===== src/rtl/smss_pkg.sv =====
// Shared definitions for the SMSS S-box layer: word width, FSM encoding and
// the helper that locates a 6-bit word inside a packed state vector.
package smss_pkg;

  localparam int SMSS_W = 6;

  localparam logic [1:0] IDLE = 2'd0;
  localparam logic [1:0] RUN  = 2'd1;
  localparam logic [1:0] DONE = 2'd2;

  typedef enum logic [1:0] {
    ST_IDLE = IDLE,
    ST_RUN  = RUN,
    ST_DONE = DONE
  } smss_state_e;

  // Bit offset of word k; word k occupies [lsb+5:lsb].
  function automatic int unsigned smss_word_lsb(input int unsigned k);
    return k * SMSS_W;
  endfunction

endpackage


===== src/rtl/smss_sbox_layer_seq_if.sv =====
// Input and output valid/ready handshakes of the sequential S-box layer.
interface smss_sbox_layer_seq_if #(
  parameter int N_SBOX = 8
);

  logic                                  in_valid;
  logic                                  in_ready;
  logic [smss_pkg::SMSS_W*N_SBOX-1:0]    in_data;
  logic                                  out_valid;
  logic                                  out_ready;
  logic [smss_pkg::SMSS_W*N_SBOX-1:0]    out_data;

  modport master (
    output in_valid, in_data, out_ready,
    input  in_ready, out_valid, out_data
  );

  modport slave (
    input  in_valid, in_data, out_ready,
    output in_ready, out_valid, out_data
  );

endinterface


===== src/rtl/smss_word_sel.sv =====
// N_SBOX:1 word read mux over the work register plus a one-hot write-enable
// decode addressing the result register.
module smss_word_sel
  import smss_pkg::*;
#(
  parameter int N_SBOX = 8,
  parameter int IW     = $clog2(N_SBOX) + 1
) (
  input  logic [SMSS_W*N_SBOX-1:0] work_data,
  input  logic [IW-1:0]            rd_idx,
  input  logic                     wr_en,
  input  logic [IW-1:0]            wr_idx,
  output logic [SMSS_W-1:0]        rd_word,
  output logic [N_SBOX-1:0]        wr_mask
);

  logic [SMSS_W-1:0] words [N_SBOX];

  generate
    for (genvar gi = 0; gi < N_SBOX; gi++) begin : g_word
      assign words[gi]   = work_data[smss_word_lsb(gi) +: SMSS_W];
      assign wr_mask[gi] = wr_en && (wr_idx == IW'(gi));
    end
  endgenerate

  always_comb begin
    rd_word = '0;
    for (int k = 0; k < N_SBOX; k++) begin
      if (rd_idx == IW'(k)) rd_word = words[k];
    end
  end

endmodule


===== src/rtl/smss_sbox_layer_seq.sv =====
// Time-multiplexes one external 6-bit S-box core over an N_SBOX-word state:
// words go out on sbox_x one per cycle and come back on sbox_y.
module smss_sbox_layer_seq
  import smss_pkg::*;
#(
  parameter int N_SBOX = 8,
  parameter int PIPE   = 0
) (
  input  logic                  clk,
  input  logic                  rst_n,
  smss_sbox_layer_seq_if.slave  io,
  output logic [SMSS_W-1:0]     sbox_x,
  input  logic [SMSS_W-1:0]     sbox_y,
  output logic                  busy
);

  localparam int IW = $clog2(N_SBOX) + 1;
  localparam int DW = SMSS_W * N_SBOX;
  // With a registered core, RUN has one extra cycle to collect the last word.
  localparam logic [IW-1:0] LAST_IDX = (PIPE != 0) ? IW'(N_SBOX) : IW'(N_SBOX - 1);
  localparam logic [IW-1:0] MAX_RD   = IW'(N_SBOX - 1);

  smss_state_e       state_reg, state_next;
  logic [IW-1:0]     idx_reg, idx_next;
  logic [DW-1:0]     work_reg, work_next;
  logic [DW-1:0]     result_reg, result_next;
  logic [DW-1:0]     out_data_reg;
  logic              out_valid_reg;
  logic              busy_reg;
  logic              in_ready_c;

  logic              in_run;
  logic              last_cycle;
  logic              cap_en;
  logic [IW-1:0]     rd_idx;
  logic [IW-1:0]     cap_idx;
  logic [SMSS_W-1:0] rd_word;
  logic [N_SBOX-1:0] wr_mask;

  assign in_run     = (state_reg == ST_RUN);
  assign last_cycle = in_run && (idx_reg == LAST_IDX);
  assign rd_idx     = (idx_reg > MAX_RD) ? MAX_RD : idx_reg;
  assign cap_idx    = (PIPE != 0) ? idx_reg - 1'b1 : idx_reg;
  assign cap_en     = in_run && ((PIPE == 0) || (idx_reg != '0));
  assign sbox_x     = in_run ? rd_word : '0;

  smss_word_sel #(
    .N_SBOX (N_SBOX),
    .IW     (IW)
  ) u_word_sel (
    .work_data (work_reg),
    .rd_idx    (rd_idx),
    .wr_en     (cap_en),
    .wr_idx    (cap_idx),
    .rd_word   (rd_word),
    .wr_mask   (wr_mask)
  );

  generate
    for (genvar gi = 0; gi < N_SBOX; gi++) begin : g_result
      assign result_next[smss_word_lsb(gi) +: SMSS_W] =
        wr_mask[gi] ? sbox_y : result_reg[smss_word_lsb(gi) +: SMSS_W];
    end
  endgenerate

  always_comb begin
    state_next = state_reg;
    idx_next   = idx_reg;
    work_next  = work_reg;
    in_ready_c = 1'b0;
    case (state_reg)
      ST_IDLE: begin
        in_ready_c = 1'b1;
        if (io.in_valid) begin
          work_next  = io.in_data;
          idx_next   = '0;
          state_next = ST_RUN;
        end
      end
      ST_RUN: begin
        idx_next = idx_reg + 1'b1;
        if (last_cycle) begin
          idx_next   = '0;
          state_next = ST_DONE;
        end
      end
      ST_DONE: begin
        // Accepting a new state while handing off the old one keeps the core busy.
        in_ready_c = io.out_ready;
        if (io.out_ready) begin
          if (io.in_valid) begin
            work_next  = io.in_data;
            idx_next   = '0;
            state_next = ST_RUN;
          end else begin
            state_next = ST_IDLE;
          end
        end
      end
      default: state_next = ST_IDLE;
    endcase
  end

  always_ff @(posedge clk or negedge rst_n) begin
    if (!rst_n) begin
      state_reg     <= ST_IDLE;
      idx_reg       <= '0;
      work_reg      <= '0;
      result_reg    <= '0;
      out_data_reg  <= '0;
      out_valid_reg <= 1'b0;
      busy_reg      <= 1'b0;
    end else begin
      state_reg     <= state_next;
      idx_reg       <= idx_next;
      work_reg      <= work_next;
      result_reg    <= result_next;
      out_valid_reg <= (state_next == ST_DONE);
      busy_reg      <= (state_next == ST_RUN);
      if (last_cycle) out_data_reg <= result_next;
    end
  end

  assign io.in_ready  = in_ready_c;
  assign io.out_valid = out_valid_reg;
  assign io.out_data  = out_data_reg;
  assign busy         = busy_reg;

endmodule


===== src/flat_wrapper.sv =====
// flat-port wrapper written by rule: the top's interface ports become plain ports
module smss_sbox_layer_seq_flat import smss_pkg::*;
#(
  parameter int N_SBOX = 8,
  parameter int PIPE   = 0
)
  (clk, rst_n, sbox_x, sbox_y, busy, io_in_valid, io_in_data, io_out_ready, io_in_ready, io_out_valid, io_out_data);
  smss_sbox_layer_seq_if #(.N_SBOX(N_SBOX)) io_i ();
  input  logic clk;
  input  logic rst_n;
  output logic [SMSS_W-1:0] sbox_x;
  input  logic [SMSS_W-1:0] sbox_y;
  output logic busy;
  input wire logic [$bits(io_i.in_valid)-1:0] io_in_valid;
  input wire logic [$bits(io_i.in_data)-1:0] io_in_data;
  input wire logic [$bits(io_i.out_ready)-1:0] io_out_ready;
  output wire logic [$bits(io_i.in_ready)-1:0] io_in_ready;
  output wire logic [$bits(io_i.out_valid)-1:0] io_out_valid;
  output wire logic [$bits(io_i.out_data)-1:0] io_out_data;
  assign io_i.in_valid = io_in_valid;
  assign io_i.in_data = io_in_data;
  assign io_i.out_ready = io_out_ready;
  assign io_in_ready = io_i.in_ready;
  assign io_out_valid = io_i.out_valid;
  assign io_out_data = io_i.out_data;
  smss_sbox_layer_seq #(.N_SBOX(N_SBOX), .PIPE(PIPE)) u_core (.clk(clk), .rst_n(rst_n), .io(io_i), .sbox_x(sbox_x), .sbox_y(sbox_y), .busy(busy));
endmodule

===== config.mk =====
export PLATFORM = sky130hd
export DESIGN_NAME = smss_sbox_layer_seq_flat
export DESIGN_NICKNAME = d
export VERILOG_FILES = /design/src/rtl/smss_pkg.sv /design/src/rtl/smss_sbox_layer_seq_if.sv /design/src/rtl/smss_word_sel.sv /design/src/rtl/smss_sbox_layer_seq.sv /design/src/flat_wrapper.sv
export SDC_FILE = /design/constraint.sdc
export NUM_CORES = 1
export LEC_CHECK = 0
export BUFFER_PORTS_ARGS = -buffer_cell sky130_fd_sc_hd__buf_2
export CAP_MARGIN = 10
export CELL_PAD_IN_SITES_DETAIL_PLACEMENT = 0
export CELL_PAD_IN_SITES_GLOBAL_PLACEMENT = 1
export CORE_MARGIN = 2
export CORE_UTILIZATION = 40
export CTS_CLUSTER_DIAMETER = 30
export DETAILED_ROUTE_END_ITERATION = 8
export PLACE_DENSITY_LB_ADDON = 0.1
export SETUP_SLACK_MARGIN = 0.4
export SLEW_MARGIN = 5
export SYNTH_ARGS = -nofsm -noshare
export SYNTH_HDL_FRONTEND = slang
export SYNTH_SLANG_ARGS = --single-unit
export TNS_END_PERCENT = 5

===== constraint.sdc =====
create_clock -name clk -period 1.9 [get_ports clk]
set_input_delay 0.38 -clock clk [delete_from_list [all_inputs] [get_ports clk]]
set_output_delay 0.38 -clock clk [all_outputs]
set_load 0.03 [all_outputs]

==> Flow_metrics.wiki, run 1 <==
{| class="wikitable"
! Metric !! Value
|-
| IO Count || 115
|-
| First-pass GRT wire length || 23800 microns
|-
| Synth warn || 0
|-
| Routed length on met3 || 596 microns
|-
| Final Cycle Share || 121%
|-
| Crit end category || output port
|-
| Core area || around 15000 sq um
|-
| Die outline width || 129 microns
|-
| Post-layout utilization of the core || between 50 and 60%
|-
| Pin slew with the least headroom to its limit || 0.518 ns
|-
| Final setup slack of the worst path || -0.396 ns
|-
| Number of global-route vias before repair || 4309
|-
| Overflow after GRT || 0
|-
| Total Nets Final || 686
|-
| Wire length per cell after detailed routing || ~18 microns
|-
| Dominant synthesized flop cell || sky130_fd_sc_hd__dfrtp_1
|-
| Library cell with the highest instance count after synthesis || sky130_fd_sc_hd__dfrtp_1
|-
| Highest clock rate || 0.436 GHz
|-
| Number of pins with negative max-slew slack in the final report || 0
|-
| Height of the die || 129 microns
|-
| Static leakage || roughly 4.1 nW
|-
| Worst VDD drop || 869 uV
|-
| Gpl congestion || 0.759
|-
| Unrepaired setup endpoints after global routing || true
|-
| Number of antenna violations at the first check in global routing || 0
|-
| Count of flip-flops with a built-in enable after synthesis || 0
|-
| Worst Hold Slack || 0.192 ns
|-
| Syn Std Cell Area || about 6300 sq um
|-
| Total CTS buffers || 17
|-
| Clock skew || between 0.005 and 0.006 ns
|-
| Cells along the critical path || buf_12 -> buf_16 -> mux2_2 -> a31oi_4 -> a21oi_2 -> buf_6
|-
| Data required time at the worst endpoint || roughly 1.5 ns
|-
| Die area || 16700 sq um
|-
| Remaining DRCs || 0
|-
| Clock transition at path regs || 0.06 ns
|-
| Critical-path top delay cell || sky130_fd_sc_hd__dfrtp_2
|-
| Pwr Density || 1980 nW/um^2
|-
| Final setup violation count || 14
|-
| Avg Inst Size Synth || 12.9 sq um
|-
| Starting density of the core || between 40% and 50%
|-
| Most frequent cells after synthesis || sky130_fd_sc_hd__dfrtp_1, sky130_fd_sc_hd__mux2_2, sky130_fd_sc_hd__nand2_1
|-
| Detailed-route wire length on metal 1 || 7560 microns
|-
| Largest area contributor in the synthesized netlist || sky130_fd_sc_hd__dfrtp_1
|-
| Post-detailed-placement half-perimeter wirelength || 9790 microns
|-
| # port buffers || 114
|-
| Worst-path maximum fanout || 8
|-
| Number of buffers on the longest clock path || 2
|-
| Count of different cell masters after synthesis || 39
|-
| Max Used Layer || met4
|-
| Time the worst path needs with I/O delays and setup || around 2.3 ns
|-
| Worst EP arrival || 1.92 ns
|-
| Clock tree from TritonCTS || done
|-
| Count of inserted antenna diode cells || 0
|-
| Worst slew margin || 65.4%
|-
| Number of cell rows || 45
|-
| Class of the most critical setup path || flip-flop to output port
|-
| Pin count of the biggest net entering global routing || 51
|-
| H-Tree Level Count || 4
|-
| Initial DRC Count || 166
|-
| Final ANT Viol Nets || 0
|-
| Number of vias after detailed routing || 4139
|-
| Drt total wl || 15000 microns
|-
| Failing checks || negative setup slack
|-
| Run status || finished, violations left
|-
| Drt first pass iters || 5
|-
| Met2 wire length || approximately 6700 microns
|-
| # Max-Cap Violations || 0
|-
| Fraction of layout cells with a size suffix above 1 || 54.4%
|-
| Cell at the root of the clock tree || sky130_fd_sc_hd__clkbuf_16
|-
| Maximum cell stage delay along the critical path || 0.43 ns
|-
| Detailed-route vias per instance || 4.89
|-
| Worst min-delay path class || input port to flip-flop
|-
| Net count after synthesis || 546
|-
| Async set-reset flop share out of synthesis || 100%
|-
| Register bit count reported by yosys || approximately 150
|-
| Worst setup SP type || flip-flop
|-
| Sequential fraction of the synthesis area || 58.4%
|-
| Layout overhead on the synthesized area || 36.5%
|-
| Clock latency on the worst-skew pair || 0.42 ns
|-
| Critical path buffer and inverter count || 3
|-
| Global router's overall resource usage || 18.9%
|-
| Sink count of the clock tree || 146
|-
| Share of the synthesized area in the top cell type || between 50% and 60%
|-
| Cell type group with the largest total delay on the critical path || flip-flops
|-
| Final number of hold-violating endpoints || 0
|-
| Synth top area cells || sky130_fd_sc_hd__dfrtp_1, sky130_fd_sc_hd__mux2_2, sky130_fd_sc_hd__nand2_1, sky130_fd_sc_hd__mux2_4, sky130_fd_sc_hd__o21ai_0
|-
| Synth Instances || 484
|}
==> where the power goes <==
| group | leakage, nW | internal, mW | switching, mW |
|---|---|---|---|
| Clock | 0.279 | 2.07 | 1.25 |
| Sequential | 1.75 | 4.67 | 0.916 |
| Combinational | 2.03 | 4.00 | 4.03 |
==> per-layer routing <==
metal / GRT usage, % / up-vias
li1: - / 1961
met1: 28.2 / 2082
met2: 27.1 / 84
met3: 5.08 / 12
met4: 5.50 / 0
met5: 0 / -
==> kinds of logic (layout without fill, tap and decap cells) <==
| logic type | count (synthesis) | count (layout) | synth area share, % |
|---|---|---|---|
| buffers and inverters | 32 | 184 | 3.06 |
| adders and majority gates | 4 | 4 | 0.800 |
| AOI/OAI and AO/OA | 43 | 43 | 4.04 |
| muxes | 124 | 124 | 23.2 |
| DFF | 146 | 146 | 58.4 |
| and+or+nand+nor | 134 | 134 | 10.4 |
| xor gates and xnor gates | 1 | 1 | 0.140 |
==> final cells by class <==
type / instances / area [sq um]
fillers: 1284 / 6720
flip-flops and latches: 146 / 3660
clock inverters: 7 / 100
clock buffers: 24 / 492
repair buffers: 149 / 1110
well taps: 211 / 264
multi-input cells: 306 / 2890
inverters: 4 / 20.0
==> final timing paths <==
| path | end | slack (ns) | depth (start not counted) | start |
|---|---|---|---|---|
| setup / recovery | sbox_x[0] | -0.40 | 6 | u_core.cap_idx[0]$_DFFE_PN0P_ |
| hold / removal | u_core.work_reg[12]$_DFFE_PN0P_ | 0.19 | 2 | io_in_data[12] |
| setup reg to reg | u_core.io.out_data[25]$_DFFE_PN0P_ | -0.02 | 7 | u_core.cap_idx[0]$_DFFE_PN0P_ |
| hold reg to reg | u_core.io.out_data[21]$_DFFE_PN0P_ | 0.46 | 2 | u_core.result_reg[21]$_DFF_PN0_ |
| max in group asynchronous | u_core.io.out_data[11]$_DFFE_PN0P_ | 0.87 | 3 | rst_n |
| min in group asynchronous | u_core.work_reg[31]$_DFFE_PN0P_ | 0.42 | 2 | rst_n |
==> metrics by stage <==
step / instances / setup WS (ns) / total power, mW / TNS [ns] / area (sq um)
after floorplan: 484 / 0.0905 / 10.3 / 0 / 6390
after global placement: 806 / 0.0114 / 12.0 / 0 / 7310
after detailed placement: 806 / -0.0136 / 12.2 / -0.0258 / 7310
after CTS: 841 / -0.382 / 16.7 / -2.35 / 8370
after global routing: 847 / -0.442 / 17.9 / -3.33 / 8540
final: 847 / -0.396 / 16.9 / -2.26 / 8540
==> placed cells by master, fill, tap and decap left out, types with 4 or more instances in the layout <==
cell                        Yosys  layout
sky130_fd_sc_hd__mux2_2       101      37
sky130_fd_sc_hd__a21oi_2        0       5
sky130_fd_sc_hd__o21ai_0       20       6
sky130_fd_sc_hd__nor3b_1       10      10
sky130_fd_sc_hd__buf_2         12     106
sky130_fd_sc_hd__nand2_2        0       8
sky130_fd_sc_hd__buf_4          1      15
sky130_fd_sc_hd__nand2_1       93      84
sky130_fd_sc_hd__o211ai_1       5       5
sky130_fd_sc_hd__buf_12         0      11
sky130_fd_sc_hd__o21ai_1        0      11
sky130_fd_sc_hd__mux2_4        17      81
sky130_fd_sc_hd__clkbuf_8       0       4
sky130_fd_sc_hd__nand3_1        8       7
sky130_fd_sc_hd__buf_6          7      11
sky130_fd_sc_hd__clkbuf_16      0      20
sky130_fd_sc_hd__dfrtp_1      146     144
==> what timing repair did <==
item                                   4_1_cts  5_1_grt
resized for setup                          120       23
gates cloned                                 1        3
setup endpoints to repair                  147      151
hold buffers                                 1        0
pin swaps                                   11        7
endpoints found under the hold margin       30        0
setup buffers                                2        3
(Power assumes the default switching activity.)
==> inputs of run 2 (changes only) <==
--- a/config.mk
+++ b/config.mk
@@ -7,7 +7,7 @@
 export LEC_CHECK = 0
 export BUFFER_PORTS_ARGS = -buffer_cell sky130_fd_sc_hd__buf_2
 export CAP_MARGIN = 10
-export CELL_PAD_IN_SITES_DETAIL_PLACEMENT = 0
+export CELL_PAD_IN_SITES_DETAIL_PLACEMENT = 1
 export CELL_PAD_IN_SITES_GLOBAL_PLACEMENT = 1
 export CORE_MARGIN = 2
 export CORE_UTILIZATION = 40
==> Flow_metrics.wiki, run 2 (same netlist as run 1, synthesis figures left out) <==
{| class="wikitable"
! Metric !! Value
|-
| Number of antenna violations at the first check in global routing || 0 (unchanged)
|-
| Clock network power share || 17.6% (-2.0 points)
|-
| Run status || finished, violations left
|-
| Post-Layout Cell Count || 848 (+0.12%)
|-
| Final Total Pwr || 16.8 mW (-0.71%)
|-
| Final setup violation count || 12 (-2)
|-
| IO Count || 115 (unchanged)
|-
| Leading cell types in the layout, fill and taps excluded || sky130_fd_sc_hd__dfrtp_1, sky130_fd_sc_hd__buf_2, sky130_fd_sc_hd__nand2_1, sky130_fd_sc_hd__mux2_4, sky130_fd_sc_hd__mux2_2
|-
| # port buffers || 114 (unchanged)
|-
| Number of cell rows || 45 (unchanged)
|-
| Drt total wl || 16100 microns (+7.5%)
|-
| Layout overhead on the synthesized area || 35.7%
|-
| Final Cycle Share || 118% (-2.9 points)
|-
| Class of the most critical setup path || flip-flop to output port
|-
| Core area || 15300 sq um (unchanged)
|-
| Drt first pass iters || 6 (+1)
|-
| # Max-Cap Violations || 0 (unchanged)
|-
| Worst-path maximum fanout || 6 (-2)
|-
| Total Nets Final || 687 (+0.15%)
|-
| Highest clock rate || 0.446 GHz (+2.5%)
|-
| Most common library cell in the layout ignoring fill and taps || sky130_fd_sc_hd__dfrtp_1
|-
| Worst setup SP type || flip-flop
|-
| Hold Path Stages || 2 (unchanged)
|-
| Final ANT Viol Nets || 0 (unchanged)
|-
| Final setup slack of the worst path || -0.340 ns (+0.0552 ns)
|-
| Count of inserted antenna diode cells || 0 (unchanged)
|-
| Power Internal || 10.5 mW (-2.5%)
|-
| Sink count of the clock tree || 146 (unchanged)
|-
| Overflow after GRT || 0 (unchanged)
|-
| Number of vias after detailed routing || 4230 (+2.2%)
|-
| Static leakage || 4.06 nW (about the same)
|-
| Worst EP arrival || 1.86 ns (-0.06 ns)
|-
| Data required time at the worst endpoint || 1.52 ns (about the same)
|-
| Clock tree from TritonCTS || done
|-
| Net switching power figure || 6.35 mW (+2.4%)
|-
| Clock skew || 0.00651 ns (+0.000982 ns)
|-
| Worst Hold End || u_core.work_reg[8]$_DFFE_PN0P_
|-
| Post-detailed-placement half-perimeter wirelength || 10600 microns (+7.9%)
|-
| Starting density of the core || 41.0% (unchanged)
|-
| Worst min-delay path class || input port to flip-flop
|-
| Worst reg2reg setup slack || -0.07 ns (-0.05 ns)
|-
| Final number of hold-violating endpoints || 0 (unchanged)
|-
| Failing checks || negative setup slack
|-
| Pwr Density || 1980 nW/um^2 (-0.13%)
|-
| Number of global-route vias before repair || 4593 (+6.6%)
|-
| Unrepaired setup endpoints after global routing || true
|-
| Pin count of the biggest net entering global routing || 51 (unchanged)
|-
| Gpl congestion || 0.759 (unchanged)
|-
| Cell at the root of the clock tree || sky130_fd_sc_hd__clkbuf_16
|-
| Detailed-route vias per instance || 4.99 (+2.1%)
|-
| Worst slew margin || 66.0% (+0.64 points)
|-
| End of the worst register-to-register path || u_core.io.out_data[41]$_DFFE_PN0P_
|-
| First-pass GRT wire length || 26000 microns (+9.1%)
|-
| Number of pins with negative max-slew slack in the final report || 0 (unchanged)
|-
| Total cell area at the placement stage || 7310 sq um (unchanged)
|-
| Wire length per cell after detailed routing || 19.0 microns (+7.4%)
|-
| Clock latency on the worst-skew pair || 0.42 ns (about the same)
|-
| Final instance area || 8490 sq um (-0.59%)
|-
| Initial DRC Count || 136 (-18%)
|-
| Startpoint of the lowest-slack hold path || io_in_data[8]
|-
| Number of buffers on the longest clock path || 2 (unchanged)
|-
| Fraction of layout cells with a size suffix above 1 || 52.9% (-1.5 points)
|-
| Sequential share of power || 33.5% (+0.5 points)
|-
| Setup TNS || -2.36 ns (-0.0950 ns)
|-
| Comb pwr share || 49.0% (+1.6 points)
|-
| Cells on worst reg2reg path || 8 (+1)
|-
| Global router's overall resource usage || 20.8% (+1.9 points)
|-
| Start of the worst register-to-register path || u_core.cap_idx[0]$_DFFE_PN0P_
|-
| Die area || 16700 sq um (unchanged)
|-
| Die outline width || 129 microns (unchanged)
|-
| Clock transition at path regs || 0.06 ns (about the same)
|-
| Total CTS buffers || 17 (unchanged)
|-
| H-Tree Level Count || 4 (unchanged)
|-
| Time the worst path needs with I/O delays and setup || 2.24 ns (-0.0552 ns)
|-
| Remaining DRCs || 0 (unchanged)
|-
| Placed insts || 806 (unchanged)
|-
| Worst VDD drop || 883 uV (+1.5%)
|-
| Switching power as a share of total power || 37.7% (+1.1 points)
|-
| Pin slew with the least headroom to its limit || 0.508 ns (-0.00958 ns)
|-
| Crit end category || output port
|-
| Height of the die || 129 microns (unchanged)
|}
## run 2: changes by cell type in the layout (fill, tap and decap cells not counted), moves of 4 or more
cell | before | now
sky130_fd_sc_hd__nand2_1 | 84 | 92
sky130_fd_sc_hd__buf_4 | 15 | 19
sky130_fd_sc_hd__clkbuf_1 | 3 | 7
sky130_fd_sc_hd__o21ai_1 | 11 | 16
sky130_fd_sc_hd__mux2_2 | 37 | 27
sky130_fd_sc_hd__o21ai_0 | 6 | 1
sky130_fd_sc_hd__mux2_4 | 81 | 91
sky130_fd_sc_hd__nand2_2 | 8 | 1
## run 2: power groups by stage
| stage | clock network, mW | registers, mW | logic [mW] |
|---|---|---|---|
| after CTS | 3.03 | 5.60 | 8.14 |
| after global routing | 3.18 | 5.81 | 8.80 |
| after global placement | 0 | 5.52 | 6.52 |
| after detailed placement | 0 | 5.57 | 6.72 |
| final | 2.95 | 5.62 | 8.23 |
| after floorplan | 0 | 6.31 | 3.94 |
## run 2: repair_timing
| action | in CTS | in global routing |
|---|---|---|
| endpoints found under the setup margin | 147 | 150 |
| pin swaps | 19 | 7 |
| gates cloned | 3 | 0 |
| setup buffers | 6 | 1 |
| hold buffers | 1 | 0 |
| resized for setup | 137 | 18 |
| endpoints found under the hold margin | 30 | 0 |
## run 2: worst max-delay path by stage
| stage | to | startpoint |
|---|---|---|
| after floorplan | u_core.io.out_data[36]$_DFFE_PN0P_ | u_core.cap_idx[0]$_DFFE_PN0P_ |
| after global placement | sbox_x[0] | u_core.cap_idx[0]$_DFFE_PN0P_ |
| after detailed placement | sbox_x[5] | u_core.cap_idx[0]$_DFFE_PN0P_ |
| after CTS | sbox_x[5] | u_core.cap_idx[0]$_DFFE_PN0P_ |
| after global routing | sbox_x[0] | u_core.cap_idx[0]$_DFFE_PN0P_ |
| final | sbox_x[3] | u_core.cap_idx[0]$_DFFE_PN0P_ |
## run 2: critical path, stage by stage, from the launching register on
cell and delay [ns]:
sky130_fd_sc_hd__dfrtp_2 0.42, sky130_fd_sc_hd__buf_6 0.14, sky130_fd_sc_hd__buf_4 0.17, sky130_fd_sc_hd__and4_1 0.19, sky130_fd_sc_hd__a41oi_2 0.23, sky130_fd_sc_hd__a41oi_4 0.13
sky130_fd_sc_hd__buf_6 0.16
## run 2: metrics by stage
step / hold slack (ns) / setup slack, ns / util (%)
3_3_place_gp: 0.288 / 0.0114 / 47.9
6_report: 0.188 / -0.340 / 55.6
2_1_floorplan: 0.0844 / 0.0905 / -
5_1_grt: 0.167 / -0.424 / 55.6
3_5_place_dp: 0.292 / -0.0424 / 47.9
4_1_cts: 0.165 / -0.362 / 55.2
## run 2: metal layers
layer,up-vias,share of wire [%],GRT usage (%)
met3,9,3.4,5.95
met2,79,45,30.4
li1,1961,-,-
met1,2181,50,30.6
met4,0,0.83,5.24
met5,-,0,0
## run 2: area by class of cell
type / count / area, sq um
Fill cell: 1547 / 6770
Timing Repair Buffer: 150 / 1080
Clock inverter: 5 / 30.0
Inverter: 4 / 23.8
Multi-Input combinational cell: 306 / 2950
Tap cell: 211 / 264
Clock buffer: 26 / 479
Sequential cell: 146 / 3660
==> inputs of run 3 (changes only) <==
--- a/config.mk
+++ b/config.mk
@@ -13,6 +13,7 @@
 export CORE_UTILIZATION = 40
 export CTS_CLUSTER_DIAMETER = 30
 export DETAILED_ROUTE_END_ITERATION = 8
+export MAX_ROUTING_LAYER = met4
 export PLACE_DENSITY_LB_ADDON = 0.1
 export SETUP_SLACK_MARGIN = 0.4
 export SLEW_MARGIN = 5
==> Flow_metrics.wiki, run 3 (same netlist as run 1, synthesis figures left out) <==
{| class="wikitable"
! Metric !! Value
|-
| Worst-path maximum fanout || 6 (unchanged)
|-
| Height of the die || 129 microns (unchanged)
|-
| Number of buffers on the longest clock path || 2 (unchanged)
|-
| Worst Hold Slack || 0.186 ns (-0.00177 ns)
|-
| Die area || 16700 sq um (unchanged)
|-
| Number of vias after detailed routing || 4250 (+0.47%)
|-
| Clock latency on the worst-skew pair || 0.42 ns (about the same)
|-
| Cells along the critical path || buf_6 -> buf_4 -> and4_1 -> a41oi_2 -> a41oi_4 -> buf_6
|-
| Maximum cell stage delay along the critical path || 0.42 ns (about the same)
|-
| Final Total Pwr || 16.8 mW (+0.17%)
|-
| Number of antenna violations at the first check in global routing || 0 (unchanged)
|-
| Failing checks || negative setup slack
|-
| Post-Layout Cell Count || 848 (unchanged)
|-
| Static leakage || 4.06 nW (about the same)
|-
| # Max-Cap Violations || 0 (unchanged)
|-
| Number of pins with negative max-slew slack in the final report || 0 (unchanged)
|-
| Final Cycle Share || 118% (about the same)
|-
| Pwr Density || 1980 nW/um^2 (+0.17%)
|-
| Drt total wl || 16300 microns (+0.97%)
|-
| Worst slew margin || 66.0% (about the same)
|-
| Total cell area at the placement stage || 7310 sq um (unchanged)
|-
| Cell at the root of the clock tree || sky130_fd_sc_hd__clkbuf_16
|-
| Final instance area || 8490 sq um (unchanged)
|-
| Total CTS buffers || 17 (unchanged)
|-
| Layout overhead on the synthesized area || 35.7% (unchanged)
|-
| Sink count of the clock tree || 146 (unchanged)
|-
| Unrepaired setup endpoints after global routing || true
|-
| Starting density of the core || 41.0% (unchanged)
|-
| Time the worst path needs with I/O delays and setup || 2.24 ns (+0.00212 ns)
|-
| Worst EP arrival || 1.86 ns (about the same)
|-
| Final setup slack of the worst path || -0.342 ns (-0.00211 ns)
|-
| Class of the most critical setup path || flip-flop to output port
|-
| Pin count of the biggest net entering global routing || 51 (unchanged)
|-
| IO Count || 115 (unchanged)
|-
| Total Nets Final || 687 (unchanged)
|-
| Global router's overall resource usage || 21.5% (+0.68 points)
|-
| Wire length per cell after detailed routing || 19.2 microns (+0.97%)
|-
| Cell repeated most along the worst path || sky130_fd_sc_hd__buf_6
|-
| Worst min-delay path class || input port to flip-flop
|-
| Final ANT Viol Nets || 0 (unchanged)
|-
| Detailed-route vias per instance || 5.01 (+0.47%)
|-
| Most common library cell in the layout ignoring fill and taps || sky130_fd_sc_hd__dfrtp_1
|-
| Clock skew || 0.00814 ns (+0.00163 ns)
|-
| Critical-path top delay cell || sky130_fd_sc_hd__dfrtp_2
|-
| Count of inserted antenna diode cells || 0 (unchanged)
|-
| Final number of hold-violating endpoints || 0 (unchanged)
|-
| Worst setup SP type || flip-flop
|-
| Clock tree from TritonCTS || done
|-
| Remaining DRCs || 0 (unchanged)
|-
| Core area || 15300 sq um (unchanged)
|-
| Placed insts || 806 (unchanged)
|-
| Hold Path Stages || 2 (unchanged)
|-
| # port buffers || 114 (unchanged)
|-
| Run status || finished, violations left
|-
| Highest clock rate || 0.446 GHz (about the same)
|-
| Clock transition at path regs || 0.06 ns (about the same)
|-
| Number of global-route vias before repair || 4591 (-0.044%)
|-
| First-pass GRT wire length || 26000 microns (+0.11%)
|-
| Leading cell types in the layout, fill and taps excluded || sky130_fd_sc_hd__dfrtp_1, sky130_fd_sc_hd__buf_2, sky130_fd_sc_hd__nand2_1, sky130_fd_sc_hd__mux2_4, sky130_fd_sc_hd__mux2_2
|-
| Final setup violation count || 12 (unchanged)
|-
| Drt first pass iters || 4 (-2)
|-
| Post-layout utilization of the core || 55.6% (unchanged)
|-
| Die outline width || 129 microns (unchanged)
|-
| Cells on worst reg2reg path || 8 (unchanged)
|-
| Gpl congestion || 0.769 (+1.3%)
|-
| Post-detailed-placement half-perimeter wirelength || 10600 microns (unchanged)
|-
| Initial DRC Count || 165 (+21%)
|-
| Crit end category || output port
|-
| Overflow after GRT || 0 (unchanged)
|-
| Worst VDD drop || 887 uV (+0.54%)
|-
| Number of cell rows || 45 (unchanged)
|-
| Data required time at the worst endpoint || 1.52 ns (about the same)
|-
| Fraction of layout cells with a size suffix above 1 || 52.6% (-0.31 points)
|-
| H-Tree Level Count || 4 (unchanged)
|-
| Pin slew with the least headroom to its limit || 0.508 ns (-0.000185 ns)
|}
[run 3: cell counts in the layout (fill, tap and decap cells not counted)]
No cell type changed its count.
[run 3: final timing paths]
kind                                                     from                                 end  slack, ns
setup / recovery                u_core.cap_idx[0]$_DFFE_PN0P_                           sbox_x[3]      -0.34
hold / removal                                  io_in_data[8]      u_core.work_reg[8]$_DFFE_PN0P_       0.19
setup reg to reg                u_core.cap_idx[0]$_DFFE_PN0P_  u_core.io.out_data[41]$_DFFE_PN0P_      -0.07
hold reg to reg            u_core.io.out_data[10]$_DFFE_PN0P_  u_core.io.out_data[10]$_DFFE_PN0P_       0.47
max in group asynchronous                               rst_n   u_core.io.out_data[1]$_DFFE_PN0P_       0.88
min in group asynchronous                               rst_n     u_core.work_reg[37]$_DFFE_PN0P_       0.42
[run 3: report_power, final]
part	internal (mW)	switching [mW]
clock	1.72	1.23
combinational	4.08	4.17
sequential	4.67	0.964
total	10.5	6.37
[run 3: repair_timing]
action / CTS / global route
gates resized for setup: 137 / 16
hold buffers: 1 / 0
buffers inserted: 6 / 1
endpoints found under the hold margin: 30 / 0
gates cloned: 3 / 0
pin swaps: 19 / 9
endpoints found under the setup margin: 147 / 150
[run 3: critical path: cells and delay by family, from the launching register on]
kind	cells	cell delay, ns
and+or+nand+nor	1	0.19
AOI/OAI and AO/OA	2	0.36
buffers and inverters	3	0.47
DFF	1	0.42
[run 3: layer usage]
metal  part of all wire [%]  vias to the layer above  global-route usage, %
met2                     46                       87                   30.2
met5                      0                        -                      -
met1                     50                     2193                   30.9
met3                    3.6                       12                   5.86
li1                       -                     1958                      -
met4                    1.1                        0                   5.24
[run 3: per-stage QoR]
stage	setup TNS [ns]	worst slack [ns]
final	-2.37	-0.342
after global routing	-3.42	-0.427
after CTS	-2.44	-0.362
after detailed placement	-0.0937	-0.0424
after global placement	0	0.0114
after floorplan	0	0.0905
[run 3: layout make-up]
| type | instances | area (sq um) |
|---|---|---|
| flip-flops and latches | 146 | 3660 |
| repair buffers | 150 | 1080 |
| fillers | 1551 | 6770 |
| clock buffers | 26 | 479 |
| multi-input cells | 306 | 2950 |
| clock inverters | 5 | 30.0 |
| inverters | 4 | 23.8 |
| well taps | 211 | 264 |
